[src/rtl/sev_seg_scan_ctrl.sv]
// rtl/sev_seg_scan_ctrl.sv - Multiplexed 7-segment scan controller with double-buffered value
module sev_seg_scan_ctrl #(
    parameter int NUM_DIGITS   = 4,
    parameter int REFRESH_DIV  = 50000,
    parameter int BLANK_CYCLES = 500
) (
    input  logic                    clk,
    input  logic                    rst,
    input  logic                    load,
    input  logic [4*NUM_DIGITS-1:0] value,
    input  logic [NUM_DIGITS-1:0]   dp_in,
    input  logic                    lz_en,
    output logic [NUM_DIGITS-1:0]   an,
    output logic [6:0]              seg,
    output logic                    dp,
    output logic                    pending,
    output logic                    frame_done
);

    localparam int CW = (REFRESH_DIV > 1) ? $clog2(REFRESH_DIV) : 1;
    localparam int IW = (NUM_DIGITS > 1) ? $clog2(NUM_DIGITS) : 1;
    localparam int VW = 4 * NUM_DIGITS;

    typedef enum logic {BLANK, ON} state_t;

    state_t                state, nxt_state;
    logic [CW-1:0]         slot_cnt, nxt_slot;
    logic [IW-1:0]         idx, nxt_idx;
    logic [VW-1:0]         disp_val, nxt_disp_val, shadow;
    logic [NUM_DIGITS-1:0] disp_dp, nxt_disp_dp, shadow_dp;
    logic [NUM_DIGITS-1:0] nxt_an;
    logic [6:0]            nxt_seg;
    logic                  nxt_dp;
    logic                  slot_end, wrap, commit;
    logic [3:0]            sel_nib;
    logic                  sel_dp, sel_blank, zero_run;

    function automatic logic [6:0] hex7(input logic [3:0] h);
        case (h)
            4'h0: hex7 = 7'h40;
            4'h1: hex7 = 7'h79;
            4'h2: hex7 = 7'h24;
            4'h3: hex7 = 7'h30;
            4'h4: hex7 = 7'h19;
            4'h5: hex7 = 7'h12;
            4'h6: hex7 = 7'h02;
            4'h7: hex7 = 7'h78;
            4'h8: hex7 = 7'h00;
            4'h9: hex7 = 7'h10;
            4'hA: hex7 = 7'h08;
            4'hB: hex7 = 7'h03;
            4'hC: hex7 = 7'h46;
            4'hD: hex7 = 7'h21;
            4'hE: hex7 = 7'h06;
            default: hex7 = 7'h0E;
        endcase
    endfunction

    // Next slot position, commit decision and the outputs of the state being entered
    always_comb begin
        slot_end     = (slot_cnt == CW'(REFRESH_DIV - 1));
        wrap         = slot_end && (idx == IW'(NUM_DIGITS - 1));
        commit       = wrap && pending;
        nxt_slot     = slot_cnt + 1'b1;
        nxt_idx      = idx;
        nxt_state    = state;
        if (slot_end) begin
            nxt_slot  = '0;
            nxt_idx   = wrap ? '0 : idx + 1'b1;
            nxt_state = BLANK;
        end else if (state == BLANK && slot_cnt == CW'(BLANK_CYCLES - 1)) begin
            nxt_state = ON;
        end
        nxt_disp_val = commit ? shadow : disp_val;
        nxt_disp_dp  = commit ? shadow_dp : disp_dp;

        // Walk from the top digit down so zero_run says "this digit and all above are 0"
        sel_nib   = '0;
        sel_dp    = 1'b0;
        sel_blank = 1'b0;
        zero_run  = 1'b1;
        nxt_an    = '1;
        for (int k = NUM_DIGITS - 1; k >= 0; k--) begin
            zero_run = zero_run && (nxt_disp_val[4*k +: 4] == 4'h0);
            if (nxt_idx == IW'(k)) begin
                sel_nib   = nxt_disp_val[4*k +: 4];
                sel_dp    = nxt_disp_dp[k];
                sel_blank = lz_en && zero_run && (k != 0);
                nxt_an[k] = (nxt_state != ON);
            end
        end
        nxt_seg = 7'h7F;
        nxt_dp  = 1'b1;
        if (nxt_state == ON) begin
            nxt_seg = sel_blank ? 7'h7F : hex7(sel_nib);
            nxt_dp  = ~sel_dp;
        end
    end

    // Scan state, double buffer and registered display outputs
    always_ff @(posedge clk) begin
        if (rst) begin
            state      <= BLANK;
            slot_cnt   <= '0;
            idx        <= '0;
            disp_val   <= '0;
            disp_dp    <= '0;
            shadow     <= '0;
            shadow_dp  <= '0;
            pending    <= 1'b0;
            frame_done <= 1'b0;
            an         <= '1;
            seg        <= 7'h7F;
            dp         <= 1'b1;
        end else begin
            state      <= nxt_state;
            slot_cnt   <= nxt_slot;
            idx        <= nxt_idx;
            disp_val   <= nxt_disp_val;
            disp_dp    <= nxt_disp_dp;
            frame_done <= wrap;
            an         <= nxt_an;
            seg        <= nxt_seg;
            dp         <= nxt_dp;
            if (load) begin
                shadow    <= value;
                shadow_dp <= dp_in;
                pending   <= 1'b1;
            end else if (commit) begin
                pending   <= 1'b0;
            end
        end
    end

endmodule

[config.mk]
export PLATFORM = sky130hd
export DESIGN_NAME = sev_seg_scan_ctrl
export DESIGN_NICKNAME = d
export VERILOG_FILES = /design/src/rtl/sev_seg_scan_ctrl.sv
export SDC_FILE = /design/constraint.sdc
export NUM_CORES = 1
export LEC_CHECK = 0
export BUFFER_PORTS_ARGS = -buffer_cell sky130_fd_sc_hd__clkbuf_2
export CAP_MARGIN = 40
export CORE_ASPECT_RATIO = 0.5
export CORE_MARGIN = 1
export CORE_UTILIZATION = 40
export CTS_CLUSTER_SIZE = 20
export DETAILED_ROUTE_END_ITERATION = 8
export GPL_ROUTABILITY_DRIVEN = 0
export PLACE_DENSITY = 0.67
export SETUP_SLACK_MARGIN = 0.2
export SLEW_MARGIN = 5
export SYNTH_ARGS = -nofsm -noshare
export SYNTH_HDL_FRONTEND = slang
export SYNTH_SLANG_ARGS = --single-unit
[constraint.sdc]
create_clock -name clk -period 7.5 [get_ports clk]
set_input_delay 0 -clock clk [delete_from_list [all_inputs] [get_ports clk]]
set_output_delay 0 -clock clk [all_outputs]
set_load 0.05 [all_outputs]
### After elaboration in Yosys (flattened, before gate mapping)

Memory sizes are Yosys's and may differ from the RTL's. A register that Yosys moved wholly into a read port is not among the register bits.
Cells that the tools add are included.

| word-level totals | value |
|---|---|
| bits in writable memories | 0 |
| bits in read-only memories | 112 |
| latch bits | 0 |
| logic and storage cells | 70 |
| register bits | 66 |
| memories | 1 |

| cells by class | value |
|---|---|
| div/mod/pow operators | 0 |
| $lt $le $gt $ge | 0 |
| mux-type cells | 20 |
| bitwise gates (word level) | 7 |
| equal/unequal tests | 6 |
| shift operators | 0 |
| reductions and logical operators | 20 |
| multipliers | 0 |
| add/sub/neg operators | 2 |

Memory list:

| memory | words | width | rd ports | clocked after memory_dff | write ports | line | RTL |
|---|---|---|---|---|---|---|---|
| (no name shown) | 16 | 7 | 1 | 1 | 0 | 39 | `case (h)` |

Operator list:

| kind | number |
|---|---|
| 2-to-1 mux 4 bit | 5 |
| adder 16 x 1 -> 16 bit, second input constant | 1 |
| == test 16 bit, second input constant | 1 |
| == test 16 x 9 -> 1 bit, second input constant | 1 |
| 2-to-1 mux 16 bit | 1 |
| logical NOT 4 bit | 3 |
| 2-to-1 mux 1 bit | 12 |
| OR reduction 2 bit | 6 |
| logical AND 1 bit | 8 |
| inverter 1 bit | 7 |
| == test 2 bit, second input constant | 3 |
| 2-to-1 mux 2 bit | 2 |
| OR reduction 3 bit | 1 |
| adder 2 x 1 -> 2 bit, second input constant | 1 |
| == test 2 x 1 -> 1 bit, second input constant | 1 |
| logical NOT 2 bit | 1 |
| nonzero test 2 bit | 1 |

### Longest topological paths before layout

Gate-level depths: netlist (run 1).

| logic depth | value |
|---|---|
| depth after elaboration | 11 |
| mapped depth | 13 |
| gate-level depth less buffers | 12 |

### Worst setup path before layout (run 1)

OpenSTA, ideal clock, no wires.

| path | value |
|---|---|
| path type | reg-to-reg |
| start | register slot_cnt[11] |
| end | register seg[5] |
| arrival | 3,057 ps |
| required time | 7,378 ps |
| library setup time | 122 ps |
| period minus slack after synthesis | 3,179 ps |
| stages on the path, launching flop included | 12 |
| setup slack | 4,321 ps |
| path through | dfxtp_1 -> or4_4 -> nor4_4 -> mux2i_2 -> buf_2 -> nor2_1 -> a22oi_1 -> nand2_1 -> ha_1 -> inv_1 -> o21ai_2 -> a221o_1 |

| between the ends | value |
|---|---|
| word-level cells in the longest chain between the ends | 11 |
| elaborated cells on any way between the ends | 32 |

RTL lines:

| what | line | RTL |
|---|---|---|
| start, declared | 27 | `logic [CW-1:0] slot_cnt, nxt_slot;` |
| start signal, assigned | 117 | `slot_cnt <= nxt_slot;` |
| == test 16 bit | 61 | `slot_end = (slot_cnt == CW'(REFRESH_DIV - 1));` |
| logical AND 1 bit | 62 | `wrap = slot_end && (idx == IW'(NUM_DIGITS - 1));` |
| logical AND 1 bit | 63 | `commit = wrap && pending;` |
| 2-to-1 mux 16 bit | 74 | `nxt_disp_val = commit ? shadow : disp_val;` |
| logical NOT 4 bit | 84 | `zero_run = zero_run && (nxt_disp_val[4*k +: 4] == 4'h0);` |
| logical AND 1 bit, on equally long branches | 88, 84 |  |
| 2-to-1 mux 1 bit, or another cell as far along | 85 | `if (nxt_idx == IW'(k)) begin` |
| 2-to-1 mux 1 bit / logical AND 1 bit (equally long branches) | 85, 88 |  |
| 2-to-1 mux 1 bit (2 in series) | 85 |  |
| OR reduction 3 bit (no line) | -- |  |
| end, declared | 14 | `output logic [6:0] seg,` |

Several ways; a longest one is shown, not always the timed one.
A chain may end at the register's enable or synchronous reset.

### Final worst setup path (run 1)

| path | value |
|---|---|
| start | register slot_cnt[0] |
| end | register seg[5] |

Same word-level chain as after synthesis.

==> impl_metrics.json, run 1 <==
{
  "worst_r2r_path_depth": 12,
  "cts_htree_levels": 3,
  "pre_antenna_drt_iters": 4,
  "grtUsageTotal_pct": 18.7,
  "achievable-frequency_mhz": 290,
  "seq_area_frac_synth_pct": 42.3,
  "ys_ff_latch": 73,
  "final.hold.worst_slack_ps": 172,
  "cts_root_buf": "clkbuf_16",
  "powerDensity_mw_per_mm2": 204,
  "hold_path_class": "in2reg",
  "drv.max_cap_violation_count": 0,
  "antenna_found_initial": 0,
  "finalClockSkew_ps": 7.85,
  "grt_first_pass_wirelength_mm": 12.7,
  "seq_area_sq_mm": 0.00146,
  "yosysUniqueCellTypes": 51,
  "floorplan.die.width_um": 133,
  "synth.largest_area_cell": "dfxtp_1",
  "design.final.nets": 459,
  "grt_remaining_overflow": 0,
  "gate_count_after_technology_mapping": 376,
  "synthDominantCellAreaShare_pct": 42.3,
  "finalSetupViolCount": 0,
  "ios": 38,
  "critPathCaptureType": "register",
  "multi_input_gate_area_sq_mm": 0.00185,
  "floorplan.initialDensity_pct": 42.2,
  "hold-path-cell-count": 4,
  "peakVddDrop_v": 0.000149,
  "cp_data_arrival_time_ps": 3660,
  "layout-drive-gt1-share_pct": 18.5,
  "post_synth.cell_area_avg_sq_um": 9.18,
  "synthesis.yosys.warnings": 0,
  "detail_route.vias_per_cell": 5.05,
  "place.port_buffers": 37,
  "area_growth_pct": 22.8,
  "core_sq_mm": 0.00817,
  "clk_path_buf_depth": 2,
  "placed_cells": 508,
  "route.antenna.remaining_nets": 0,
  "clk-insertion-delay-late_ps": 330,
  "wl_per_cell_um": 14.1,
  "status": "finished, final reports clean",
  "worstPathRequired_ps": 7710,
  "grt_setup_unrepaired": "no",
  "critPathKind": "reg2reg",
  "n_fill_cell": 761,
  "total_negative_slack_ps": 0,
  "number_of_global_route_vias_before_repair": 2486,
  "place_hpwl_mm": 5.29,
  "final_hold_viol_count": 0,
  "synth.net_count": 407,
  "min_period_ps": 3450,
  "worst-slew-pin-transition_ps": 697,
  "largest_net_degree_at_the_start_of_global_routing": 42,
  "synth_top_flop_cell": "dfxtp_1",
  "std_cell_rows": 23,
  "async_flop_share_pct": 0,
  "min_period_over_period_pct": 46.0,
  "via_count": 2745,
  "leak_pwr_nw": 1.73,
  "worstPathMaxFanout": 12,
  "relSlewSlack_pct": 53.6,
  "worstSetupStartpointType": "register",
  "clock_sinks": 73,
  "postCtsSetupBuffers": 0,
  "die-height_um": 67.7,
  "drt_iter0_drc": 164,
  "remaining_drc_errors": 0,
  "clkTransAtPathRegs_ps": 50,
  "die_area_sq_mm": 0.00902,
  "cts_made_buffers": 9,
  "insertedDiodeCount": 0,
  "synthTopCellsByArea": "dfxtp_1 42%, mux2i_1 9.9%, nor2_1 5.8%",
  "detail_route.wirelength_mm": 7.68,
  "tritoncts": "done",
  "slew_violations": 0,
  "finalNonFillerCells": 544,
  "synth-edff-count": 0,
  "netlist_area_sq_mm": 0.00345
}
[cells in the final DEF (no fill, tap or decap), drive strengths merged, types with 6 or more instances in the layout]
| cell type | n |
|---|---|
| nand3 | 7 |
| o21ai | 8 |
| a21oi | 21 |
| clkbuf | 47 |
| xor2 | 6 |
| and3 | 6 |
| nor2 | 53 |
| or4 | 6 |
| dlygate4sd3 | 21 |
| xnor2 | 7 |
| inv | 10 |
| mux2i | 38 |
| ha | 7 |
| nand2 | 51 |
| dfxtp | 73 |
| mux2 | 7 |
[layer usage]
layer	vias up	GRT usage, %	routed length, um
met5	-	0	0
met4	0	5.54	55
met3	4	5.86	404
met2	54	27.9	3270
met1	1271	25.9	3950
li1	1416	-	-
[sequential cells by signal, summed over array words and instances, names as in the netlist]
| signal | count |
|---|---|
| disp_dp | 4 |
| shadow_dp | 4 |
| shadow | 16 |
| disp_val | 16 |
| state | 1 |
| an | 4 |
| idx | 2 |
| pending | 1 |
| seg | 7 |
| slot_cnt | 16 |
| frame_done | 1 |
| dp | 1 |
[final timing paths]
path,startpoint,endpoint,slack [ps]
worst max register to register,slot_cnt[0],seg[5],4050
worst min register to register,disp_dp[2],disp_dp[2],450
worst min-delay path,lz_en,seg[6],170
worst max-delay path,slot_cnt[0],seg[5],4050
[worst max-delay path, cell delays in order (launching register included)]
cell and delay (ps):
dfxtp_1 370, ha_1 220, nand3_1 260, nor4_4 480, mux2i_2 520, buf_6 240, nor2b_1 70, a22oi_1 260
nand2_1 170, ha_1 250, inv_1 110, o21ai_2 70, a221o_1 300
[cell families after synthesis]
kind of cell    count (synthesis)  synth area share (%)
xor+xnor                       13                  3.30
fa+ha+maj                       7                  2.54
compound gates                 49                  9.17
mux                            49                  17.3
simple gates                  153                  21.3
buf+inv                        32                  4.02
flops                          73                  42.3
[cell type report]
class / instances / share of cell area (%)
inverter: 10 / 0.886
timing repair buffer: 63 / 10.7
clock buffer: 10 / 5.64
clock inverter: 5 / 1.33
tap: 112 / 3.31
multi-input combinational: 271 / 43.7
sequential: 73 / 34.5
[repair_timing]
item | in CTS | in global routing
hold buffers | 21 | 0
hold endpoints to repair | 23 | 0
gates resized for setup | 0 | 0
[where the power goes]
part           switching, W  internal (W)  total (W)
registers        0.00000877      0.000396   0.000405
logic             0.0000181     0.0000221  0.0000402
clock network      0.000155      0.000264   0.000419
total              0.000182      0.000682   0.000864
[cell usage after synthesis, types with 2 or more instances]
cell / n
buf_1: 3
o311ai_0: 2
and3_1: 6
nor2b_1: 5
nand2b_1: 2
mux2_4: 2
mux2i_1: 34
o221ai_1: 3
ha_1: 7
o21ai_0: 7
nand3b_1: 2
nand2_1: 50
nor4_1: 3
clkbuf_1: 14
nand3_1: 7
a22oi_1: 2
buf_2: 3
a211oi_1: 5
dfxtp_1: 73
mux2i_4: 3
mux2_2: 5
mux4_2: 4
xor2_1: 6
inv_1: 10
or4_1: 5
buf_6: 2
nor2_1: 53
xnor2_1: 7
nor3_1: 4
nand4_1: 3
a21oi_1: 21
or3_1: 4
[metrics by stage]
stage	instance area, sq um	util (%)	worst slack [ps]	total power (W)
floorplan	3450	-	4320	0.000431
global placement	3690	45.1	3800	0.000443
detailed placement	3730	45.7	4110	0.000445
CTS	4240	51.9	4050	0.000873
global route	4240	51.9	3740	0.000898
finish	4240	51.9	4050	0.000864
Note: power is estimated with default switching activity, not from simulation.
==> run 2: changes to the inputs <==
ABC_AREA = 1   (was default)
PLACE_DENSITY = 0.69   (was 0.67)
clock period = 2.85 ns   (was 7.5 ns; I/O delays follow)
==> impl_metrics.json, run 2 <==
{
  "relSlewSlack_pct": 67.5,
  "multi_input_gate_area_sq_mm": 0.00180,
  "cts_htree_levels": 3,
  "synthTopCellsByArea": "dfxtp_1 42%, nand2_1 15%, nor2_1 5.7%",
  "floorplan.initialDensity_pct": 42.4,
  "finalNonFillerCells": 665,
  "achievable-frequency_mhz": 418,
  "critPathCaptureType": "register",
  "finalClockSkew_ps": 3.08,
  "cts_made_buffers": 9,
  "crit_path_top_delay_cell": "dfxtp_2",
  "synth.net_count": 517,
  "core_sq_mm": 0.00820,
  "worst_r2r_path_depth": 17,
  "synthesis.yosys.warnings": 0,
  "synth_top_flop_cell": "dfxtp_1",
  "n_fill_cell": 801,
  "design.final.nets": 579,
  "area_growth_pct": 25.5,
  "synthMostInstantiatedCell": "nand2_1",
  "placed_cells": 625,
  "insertedDiodeCount": 0,
  "grt_remaining_overflow": 0,
  "top_signal_layer_used": "met4",
  "synth.largest_area_cell": "dfxtp_1",
  "critical-path-max-stage-delay_ps": 350,
  "route.antenna.remaining_nets": 0,
  "peakVddDrop_v": 0.000271,
  "grtUsageTotal_pct": 18.8,
  "drv.max_cap_violation_count": 0,
  "ys_top_cells_by_count": "137 x nand2_1, 73 x dfxtp_1, 53 x nor2_1",
  "netlist_area_sq_mm": 0.00347,
  "routed-wl-met3_um": 428,
  "largest_net_degree_at_the_start_of_global_routing": 45,
  "layout-drive-gt1-share_pct": 20.6,
  "worstSetupStartpointType": "register",
  "clkTransAtPathRegs_ps": 60,
  "cp_data_arrival_time_ps": 2610,
  "min_delay_worst_endpoint": "slot_cnt[13]",
  "clock_sinks": 73,
  "layout.cells.most_common": "nand2_1",
  "async_flop_share_pct": 0,
  "clk-insertion-delay-late_ps": 340,
  "detail_route.vias_per_cell": 4.85,
  "most-common-layout-cells": "136 x nand2_1, 69 x dfxtp_1, 52 x nor2_1",
  "std_cell_rows": 23,
  "clk_path_buf_depth": 2,
  "ys_ff_latch": 73,
  "min_period_ps": 2390,
  "post_synth.cell_area_avg_sq_um": 7.15,
  "leak_pwr_nw": 1.96,
  "detail_route.wirelength_mm": 7.88,
  "place.port_buffers": 37,
  "worstPathRequired_ps": 3070,
  "synthDominantCellAreaShare_pct": 42.1,
  "remaining_drc_errors": 0,
  "grt_setup_unrepaired": "no",
  "powerDensity_mw_per_mm2": 536,
  "critPathKind": "reg2reg",
  "gate_count_after_technology_mapping": 486,
  "worst_case_register_to_register_setup_slack_ps": 460,
  "tritoncts": "done",
  "status": "finished, final reports clean",
  "largestRegisters": "disp_val x16, shadow x16, slot_cnt x16",
  "total_negative_slack_ps": 0,
  "seq_area_frac_synth_pct": 42.1,
  "met2_wirelength_mm": 3.24,
  "pre_antenna_drt_iters": 4,
  "grt_first_pass_wirelength_mm": 13.0,
  "die-height_um": 67.9,
  "min_period_over_period_pct": 84.0,
  "worst-slew-pin-transition_ps": 488,
  "place_hpwl_mm": 5.61,
  "hold_path_class": "in2reg",
  "via_count": 3226,
  "timing.critical_path.mode_cell": "nand3_1",
  "cp_cell_sequence": "ha_4 -> nand3_2 -> nor2_4 -> nand2_2 -> nand2_2 -> nand2_4 -> nand2_1 -> inv_2 -> nand2_1 -> nand3_1 -> nor2_4 -> inv_1 -> ha_1 -> inv_1 -> nand3_1 -> nand3_1 -> nand3_1",
  "die_area_sq_mm": 0.00909,
  "timing.rr.end": "seg[0]",
  "antenna_found_initial": 0,
  "ios": 38,
  "floorplan.die.width_um": 134,
  "synth-edff-count": 0,
  "worstPathMaxFanout": 7,
  "seq_area_sq_mm": 0.00147,
  "final_hold_viol_count": 0,
  "hold-path-cell-count": 4,
  "yosysUniqueCellTypes": 34,
  "wl_per_cell_um": 11.9,
  "worstHoldStart": "rst",
  "slew_violations": 0,
  "finalSetupViolCount": 0,
  "cts_root_buf": "clkbuf_16",
  "met1_length_mm": 4.10,
  "worst_r2r_startpoint": "slot_cnt[1]",
  "number_of_global_route_vias_before_repair": 2890,
  "drt_iter0_drc": 145
}
-- run 2: cell types whose count changed in the layout (fill, tap and decap cells not counted), sizes merged, moves of 6 or more --
cell | previous run | this run
mux2i | 38 | 2
nand2 | 51 | 152
and3 | 6 | 0
inv | 10 | 49
nor2 | 53 | 69
a21oi | 21 | 37
nand4 | 3 | 15
mux2 | 7 | 0
nand3 | 7 | 39
xnor2 | 7 | 0
-- run 2: how the worst max path moves through the flow --
stage | startpoint | end | slack [ps]
2_1_floorplan | pending | seg[0] | 510
3_3_place_gp | slot_cnt[0] | seg[5] | 300
3_5_place_dp | slot_cnt[0] | seg[5] | 250
4_1_cts | slot_cnt[0] | seg[5] | 220
5_1_grt | slot_cnt[13] | seg[0] | 200
6_report | slot_cnt[1] | seg[0] | 460
-- run 2: layout make-up --
| type | count | area share [%] |
|---|---|---|
| Multi-Input combinational cell | 348 | 41.3 |
| Timing Repair Buffer | 65 | 10.2 |
| Inverter | 51 | 4.39 |
| Clock buffer | 12 | 6.11 |
| Tap cell | 112 | 3.21 |
| Clock inverter | 4 | 1.15 |
| Sequential cell | 73 | 33.6 |
-- run 2: kinds of logic (layout without fill, tap and decap cells) --
group                      after synthesis  count (layout)  synth area share [%]
buffers and inverters                   66             132                  7.45
xor gates and xnor gates                 1               1                 0.252
adders and majority gates                7               7                  2.52
muxes                                    2               2                 0.576
AOI/OAI and AO/OA                       57              57                  9.07
and+or+nand+nor                        280             281                  38.1
DFF                                     73              73                  42.1
-- run 2: power by group --
part           total [W]  switching [W]  leakage (nW)  internal [W]
Clock            0.00117       0.000427         0.151      0.000747
Combinational   0.000106      0.0000557          1.21     0.0000505
Sequential       0.00106      0.0000161         0.595       0.00104
Total            0.00234       0.000499          1.96       0.00184
-- run 2: routing by layer --
metal | vias to the layer above | global-route usage (%)
met5 | - | 0
met4 | 0 | 7.53
met3 | 11 | 6.15
met2 | 85 | 29.0
met1 | 1448 | 24.6
li1 | 1682 | -
-- run 2: repair_timing --
item,in CTS,in global routing
hold buffers,20,0
hold endpoints to repair,20,0
buffers inserted,0,3
resized for setup,0,12
endpoints found under the setup margin,0,7
-- run 2: stage by stage --
step                      instance area [sq um]  setup WS (ps)  power, W  hold slack, ps  util [%]
after floorplan                            3470            509   0.00113             140         -
after global placement                     3770            298   0.00116             233      46.0
after detailed placement                   3770            246   0.00116             234      46.0
after CTS                                  4290            222   0.00236            45.9      52.3
after global routing                       4360            204   0.00242            73.5      53.2
final                                      4360            456   0.00234            55.3      53.2
-- run 2: worst max-delay path: cells and delay by family, from the launching register on --
family	cells	cell delay (ps)
AND/OR/NAND/NOR	12	1290
buffers and inverters	3	240
flip-flops	1	350
adder cells (fa/ha/maj)	2	380
